[src/rtl/disp_scan_ctrl.sv]
// Four-digit display scan controller with a frame-synchronous shadow buffer for the digit data.
// Optional per-digit blinking is built only when DISP_BLINK_EN is defined.
module disp_scan_ctrl #(
   parameter int DIV_W   = 16,
   parameter int BLINK_W = 5
) (
   input  logic        clk,
   input  logic        rst,
   input  logic        load,
   input  logic [15:0] hex_in,
   input  logic [3:0]  point_in,
   input  logic [3:0]  blink_in,
   output logic [1:0]  Scan,
   output logic [15:0] Hexs,
   output logic [3:0]  point,
   output logic [3:0]  LES,
   output logic        pending,
   output logic        frame_tick
);

   logic [DIV_W-1:0] div_q, div_d;
   logic [1:0]       scan_q, scan_d;
   logic [15:0]      hexs_q, hexs_d;
   logic [3:0]       point_q, point_d;
   logic [15:0]      shadow_hex_q, shadow_hex_d;
   logic [3:0]       shadow_point_q, shadow_point_d;
   logic             pending_q, pending_d;
   logic             tick_q, tick_d;
   logic             slot_end;
   logic             frame_edge;

   always_comb begin
      // NOTE: every signal gets a default before any branch so no latch can be inferred.
      div_d          = div_q + 1'b1;
      slot_end       = &div_q;
      scan_d         = slot_end ? scan_q + 2'd1 : scan_q;
      frame_edge     = slot_end && (scan_q == 2'd3);
      tick_d         = frame_edge;
      hexs_d         = hexs_q;
      point_d        = point_q;
      shadow_hex_d   = shadow_hex_q;
      shadow_point_d = shadow_point_q;
      pending_d      = pending_q;

      if (frame_edge) begin
         // A load landing on the boundary bypasses the shadow and wins over older pending data.
         if (load) begin
            hexs_d  = hex_in;
            point_d = point_in;
         end else if (pending_q) begin
            hexs_d  = shadow_hex_q;
            point_d = shadow_point_q;
         end
         pending_d = 1'b0;
      end else if (load) begin
         shadow_hex_d   = hex_in;
         shadow_point_d = point_in;
         pending_d      = 1'b1;
      end
   end

   always_ff @(posedge clk or posedge rst) begin
      if (rst) begin
         div_q          <= '0;
         scan_q         <= '0;
         hexs_q         <= '0;
         point_q        <= '0;
         shadow_hex_q   <= '0;
         shadow_point_q <= '0;
         pending_q      <= 1'b0;
         tick_q         <= 1'b0;
      end else begin
         // NOTE: non-blocking assignments keep every flop sampling pre-edge values.
         div_q          <= div_d;
         scan_q         <= scan_d;
         hexs_q         <= hexs_d;
         point_q        <= point_d;
         shadow_hex_q   <= shadow_hex_d;
         shadow_point_q <= shadow_point_d;
         pending_q      <= pending_d;
         tick_q         <= tick_d;
      end
   end

`ifdef DISP_BLINK_EN
   logic [3:0]         shadow_blink_q, shadow_blink_d;
   logic [3:0]         mask_q, mask_d;
   logic [BLINK_W-1:0] blink_cnt_q, blink_cnt_d;
   logic               phase_q, phase_d;
   logic [3:0]         les_q, les_d;

   always_comb begin
      shadow_blink_d = shadow_blink_q;
      mask_d         = mask_q;
      blink_cnt_d    = blink_cnt_q;
      phase_d        = phase_q;

      if (frame_edge) begin
         if (load) begin
            mask_d = blink_in;
         end else if (pending_q) begin
            mask_d = shadow_blink_q;
         end
         blink_cnt_d = blink_cnt_q + 1'b1;
         if (&blink_cnt_q) begin
            phase_d = ~phase_q;
         end
      end else if (load) begin
         shadow_blink_d = blink_in;
      end

      // Built from next-state values so LES changes on the same edge as the mask and phase.
      les_d = ~(mask_d & {4{phase_d}});
   end

   always_ff @(posedge clk or posedge rst) begin
      if (rst) begin
         shadow_blink_q <= '0;
         mask_q         <= '0;
         blink_cnt_q    <= '0;
         phase_q        <= 1'b0;
         les_q          <= 4'b1111;
      end else begin
         shadow_blink_q <= shadow_blink_d;
         mask_q         <= mask_d;
         blink_cnt_q    <= blink_cnt_d;
         phase_q        <= phase_d;
         les_q          <= les_d;
      end
   end

   assign LES = les_q;
`else
   logic unused_blink;
   assign unused_blink = ^{blink_in, BLINK_W[0]};
   assign LES          = 4'b1111;
`endif

   assign Scan       = scan_q;
   assign Hexs       = hexs_q;
   assign point      = point_q;
   assign pending    = pending_q;
   assign frame_tick = tick_q;

endmodule

[config.mk]
export PLATFORM = sky130hd
export DESIGN_NAME = disp_scan_ctrl
export DESIGN_NICKNAME = d
export VERILOG_FILES = /design/src/rtl/disp_scan_ctrl.sv
export SDC_FILE = /design/constraint.sdc
export NUM_CORES = 1
export LEC_CHECK = 0
export ABC_AREA = 1
export CORE_MARGIN = 2
export CORE_UTILIZATION = 55
export DETAILED_ROUTE_END_ITERATION = 6
export PLACE_DENSITY = 0.86
export REMOVE_ABC_BUFFERS = 1
export SLEW_MARGIN = 20
export SYNTH_ARGS = -nofsm -noshare
export SYNTH_HDL_FRONTEND = slang
export SYNTH_SLANG_ARGS = --single-unit
[constraint.sdc]
create_clock -name clk -period 3.3 [get_ports clk]
set_input_delay 0.495 -clock clk [delete_from_list [all_inputs] [get_ports clk]]
set_output_delay 0.495 -clock clk [all_outputs]
set_load 0.01 [all_outputs]
==> flow_summary_export.csv, run 1 <==
group,metric,value,unit
route,drtPass1Iterations,4,
clocking,clkSlewWorstSetupHoldPaths,70,ps
yosys,ys_types,23,
global_route,grt_pass1_vias,2121,
setup_path,crit_path_end_kind,"flip-flop",
global_route,overflow,0,
floorplan,die_y,75.89,um
floorplan,num_rows,26,
setup_path,crit_path_max_fanout,22,
run_status,status,"finished, final reports clean",
sta,skew,8.409,ps
floorplan,dieArea,0.005759,mm^2
cells_and_area,post_route_cells_drive_above_1_share,8.399,%
clocking,cts_resized,0,
cells_and_area,final_nets,406,
placed_design,hpwl,3867,um
yosys,synth.area.top_cells,"dfrtp_1 53%, nand2_1 15%, nand3_1 4.4%",
floorplan,core_area,0.005042,mm^2
cells_and_area,area_delta_synth_final,21.74,%
yosys,netlist.area_leader.share,52.82,%
clocking,cts_tree,"yes",
route,routed-wl-met2,3043,um
yosys,ys_ff_latch,60,
yosys,ys_seq_area_share,52.82,%
flow_run,maxCapViolCount,0,
cells_and_area,multi_input_area,0.001097,mm^2
setup_path,critPathKind,"flip-flop to flip-flop",
sta,worstMarginPinSlew,520.4,ps
route,wl_per_cell,13.37,um
clocking,hold_buffers,0,
route,ant_nets,0,
min_path,min_path_type,"input port to asynchronous set/reset pin",
power,ir_drop,0.3133,mV
sta,tns,0,ps
clocking,postCtsSetupBuffers,0,
power,power_density,421.2,mW/mm^2
sta,relSlewSlack,65.27,%
floorplan,die_w,75.89,um
clocking,htreeDepth,3,
global_route,gr-usage-all-layers,22.72,%
sta,holdWs,359.0,ps
global_route,grt_max_degree,62,
global_route,grt_pass1_wl,9680,um
sta,period_share,66.66,%
sta,setup_viol,0,
yosys,synth_warnings,0,
route,routed_wl,6029,um
yosys,synthCells,335,
floorplan,io_pins,55,
placed_design,portBuffers,46,
route,initialDrtViolationCount,206,
floorplan,start_util,56.38,%
sta,final-max-slew-violation-count,0,
clocking,cts-root-buf,"clkbuf_8",
sta,period_needed,2200,ps
route,dr_wl_met3,355,um
setup_path,critPathArrivalTime,2470,ps
placed_design,gp_congestion,0.7630,
cells_and_area,fillerInstances,405,
setup_path,cp-start-kind,"flip-flop",
power,p_leak,1.811,nW
cells_and_area,n_antenna_cell,0,
route,met1_length,2544,um
clocking,clock_latency,330,ps
yosys,avgSynthCellArea,8.486,um^2
power,total_power,1.458,mW
clocking,cts_made_buffers,9,
sta,hold_viol,0,
clocking,clock_sinks,60,
route,route.detailed.drc,0,
yosys,synth.largest_area_cell,"dfrtp_1",
sta,rsz0062_at_grt,"no",
yosys,syn-cell-area,0.002843,mm^2
setup_path,cp_data_required_time,3570,ps
cells_and_area,ff_latch_area,0.001501,mm^2
sta,fmax,0.4546,GHz
route,maxUsedRoutingLayer,"met4",
route,routed-via-count,2323,
global_route,grt_antenna_before_repair,0,
route,via_per_inst,5.151,
clocking,cts_max_path_buffers,2,
-- critical path: stages (launching register included) --
cell and delay (ps):
dfrtp_1 370, ha_1 190, nand3_1 200, nor2_2 230
nand3_2 450, nand2_2 520, nand2_1 110, nand2_1 80
-- cell usage after synthesis, drive strengths merged --
library cell	instances
nor2	15
nand2	121
dfrtp	60
nand3	27
xnor2	8
conb	1
ha	2
buf	15
nand4	20
xor2	6
clkbuf	8
o21ai	22
inv	30
-- per-layer routing --
layer / global-route usage [%] / vias to the layer above
met4: 9.357 / 0
met1: 30.34 / 1084
li1: - / 1133
met3: 5.159 / 11
met2: 35.92 / 95
met5: 0 / -
-- state kept, by name, indices dropped and copies added, names as in the netlist --
register / flops
Hexs: 16
Scan: 2
div_q: 16
frame_tick: 1
pending: 1
point: 4
shadow_hex_q: 16
shadow_point_q: 4
-- power breakdown --
part	switching (mW)	leakage [nW]	internal, mW	total [mW]
clock network	0.272	0.0893	0.307	0.580
registers	0.0121	0.783	0.757	0.769
logic	0.0627	0.939	0.0458	0.109
-- final timing paths --
check / from / endpoint / slack [ps] / cells past startpoint
setup / recovery: div_q[0] / shadow_hex_q[6] / 1100 / 7
hold / removal: rst / shadow_hex_q[1] / 360 / 2
setup reg to reg: div_q[0] / shadow_hex_q[6] / 1100 / 7
hold reg to reg: div_q[0] / div_q[0] / 450 / 1
max in group asynchronous: rst / Hexs[8] / 2290 / 3
min in group clk: div_q[0] / div_q[0] / 450 / 1
-- kinds of logic after synthesis --
kind of cell | Yosys count | synth area share [%]
AND/OR/NAND/NOR | 183 | 29.01
flip-flops | 60 | 52.82
buffers and inverters | 53 | 8.979
AO/OA/AOI/OAI | 22 | 3.873
XOR/XNOR | 14 | 4.313
adder cells (fa/ha/maj) | 2 | 0.8801
other | 1 | 0.1319
-- stage by stage --
step | std cells | setup WS [ps] | utilization (%) | instance area, um^2
floorplan | 315 | 1320 | - | 2711
global placement | 436 | 1164 | 65.29 | 3292
detailed placement | 436 | 1137 | 65.29 | 3292
CTS | 451 | 1135 | 68.64 | 3461
global route | 451 | 870.1 | 68.64 | 3461
finish | 451 | 1100 | 68.64 | 3461
-- cell type report --
type / count / area share (%)
Sequential cell: 60 / 43.38
Multi-Input combinational cell: 225 / 31.71
Timing Repair Buffer: 51 / 14.24
Clock buffer: 13 / 4.591
Inverter: 30 / 3.254
Tap cell: 70 / 2.531
Clock inverter: 2 / 0.2892
-- cell usage in the layout, fill, tap and decap left out --
cell type / synthesis / routed
buf_2: 3 / 1
dfrtp_1: 60 / 60
nand3_2: 2 / 2
inv_2: 2 / 3
xor2_1: 6 / 6
nor2_1: 11 / 11
nor2_8: 1 / 1
inv_1: 28 / 27
buf_4: 6 / 5
nand3_1: 25 / 25
nand2_1: 117 / 117
o21ai_0: 22 / 22
clkinv_2: 0 / 2
clkbuf_1: 8 / 2
xnor2_1: 8 / 8
clkbuf_8: 0 / 11
nor2_2: 2 / 2
nor2_4: 1 / 1
conb_1: 1 / 4
nand4_1: 20 / 20
clkdlybuf4s50_1: 0 / 45
nand2_2: 3 / 3
nand2_4: 1 / 1
ha_1: 2 / 2
(Power assumes the default switching activity.)
==> run 2: changes to the inputs <==
CORE_UTILIZATION = 52   (was 55)
PLACE_DENSITY = 0.82   (was 0.86)
clock period = 2.2 ns   (was 3.3 ns; I/O delays follow)
==> flow_summary_export.csv, run 2 (synthesis results as in run 1) <==
group,metric,value,unit
flow_run,maxCapViolCount,0,
sta,relSlewSlack,64.92,%
power,p_int,1.706,mW
power,power_density,634.5,mW/mm^2
floorplan,die_w,77.94,um
route,routed_wl,5901,um
setup_path,critPathKind,"flip-flop to flip-flop",
sta,tns,0,ps
sta,final-max-slew-violation-count,0,
power,ir_drop,0.3768,mV
clocking,postCtsSetupBuffers,0,
clocking,cts-root-buf,"clkbuf_8",
floorplan,num_rows,26,
sta,rsz0062_at_grt,"no",
power,p_leak,1.826,nW
cells_and_area,layout_common_cells,"117 x nand2_1, 60 x dfrtp_1, 45 x clkdlybuf4s50_1",
sta,hold_viol,0,
min_path,min_path_type,"input port to asynchronous set/reset pin",
clocking,hold_buffers,0,
clocking,htreeDepth,3,
power,p_clk_share,40.5,%
cells_and_area,fillerInstances,426,
clocking,clock_sinks,60,
route,route.detailed.drc,0,
clocking,clock_latency,340,ps
setup_path,cp_data_required_time,2430,ps
sta,skew,5.385,ps
floorplan,core_area,0.005205,mm^2
sta,period_share,82.71,%
route,wl_per_cell,13.00,um
global_route,grt_pass1_wl,9839,um
global_route,grt_pass1_vias,2171,
setup_path,crit_path_end_kind,"flip-flop",
route,routed-via-count,2301,
setup_path,crit_path_max_fanout,20,
clocking,cts_max_path_buffers,2,
clocking,cts_resized,0,
cells_and_area,final_nets,408,
global_route,gr-usage-all-layers,21.19,%
cells_and_area,n_antenna_cell,0,
sta,fmax,0.5496,GHz
global_route,grt_antenna_before_repair,0,
sta,worstMarginPinSlew,526.2,ps
cells_and_area,area_delta_synth_final,22.71,%
setup_path,critPathArrivalTime,2050,ps
power,switching_share,22.93,%
placed_design,hpwl,3998,um
clocking,cts_made_buffers,9,
power,seq_power_share,52.1,%
route,drtPass1Iterations,4,
global_route,overflow,0,
floorplan,dieArea,0.006074,mm^2
clocking,clkSlewWorstSetupHoldPaths,60,ps
run_status,status,"finished, final reports clean",
route,initialDrtViolationCount,198,
placed_design,portBuffers,46,
cells_and_area,final_common_cell,"nand2_1",
global_route,grt_max_degree,62,
power,comb_power_share,7.4,%
sta,setup_viol,0,
route,ant_nets,0,
cells_and_area,post_route_cells_drive_above_1_share,8.854,%
power,p_switching,0.5075,mW
clocking,cts_tree,"yes",
setup_path,cp-start-kind,"flip-flop",
route,via_per_inst,5.068,
placed_design,gp_congestion,0.7827,
sta,fin_ws,380.4,ps
floorplan,io_pins,55,
sta,period_needed,1820,ps
floorplan,start_util,54.62,%
floorplan,die_y,77.94,um
placed_design,place_ws,406.7,ps
## run 2: area by class of cell
class | instances | area, um^2 | share of cell area [%]
clock buffers | 15 | 176.4 | 5.057
clock inverters | 1 | 5.005 | 0.1435
inverters | 30 | 112.6 | 3.228
multi-input cells | 225 | 1097 | 31.46
flip-flops and latches | 60 | 1501 | 43.04
well taps | 70 | 87.58 | 2.511
repair buffers | 53 | 508.0 | 14.56
## run 2: path summary, 6_finish.rpt
path	startpoint	end	slack, ps	cells past startpoint
worst max-delay path	div_q[0]	Hexs[2]	380	8
worst min-delay path	rst	div_q[0]	180	2
worst max register to register	div_q[0]	Hexs[2]	380	8
worst min register to register	div_q[0]	div_q[0]	440	1
max in group asynchronous	rst	shadow_hex_q[5]	1460	3
min in group clk	load	pending	310	3
## run 2: stage by stage
stage | instance area (um^2) | cells | total power, mW | util, % | hold WS, ps
finish | 3488 | 454 | 2.213 | 67.02 | 175.7
global route | 3488 | 454 | 2.311 | 67.02 | 204.5
CTS | 3488 | 454 | 2.227 | 67.02 | 171.6
detailed placement | 3307 | 438 | 1.335 | 63.53 | 440.0
global placement | 3307 | 438 | 1.327 | 63.53 | 435.7
floorplan | 2711 | 315 | 1.251 | - | 422.4
## run 2: per-layer routing
| layer | GRT usage, % | up-vias | wire, um |
|---|---|---|---|
| li1 | - | 1140 | - |
| met1 | 26.49 | 1078 | 2479 |
| met2 | 33.71 | 71 | 2966 |
| met3 | 5.465 | 12 | 323 |
| met4 | 11.40 | 0 | 131 |
| met5 | 0 | - | 0 |
## run 2: power by group through the flow
stage                     sequential, mW  clock [mW]  combinational (mW)
after floorplan                     1.17           0              0.0820
after global placement              1.17           0               0.157
after detailed placement            1.17           0               0.163
after CTS                           1.15       0.910               0.165
after global routing                1.16       0.969               0.186
final                               1.15       0.897               0.163
## run 2: critical path, stage by stage (launching register included)
cell and delay (ps):
dfrtp_1 370, ha_1 190, nand3_1 200, inv_2 120
nand2_4 90, nor2_8 120, nand3_2 360, nand2_1 200
nand2_1 70
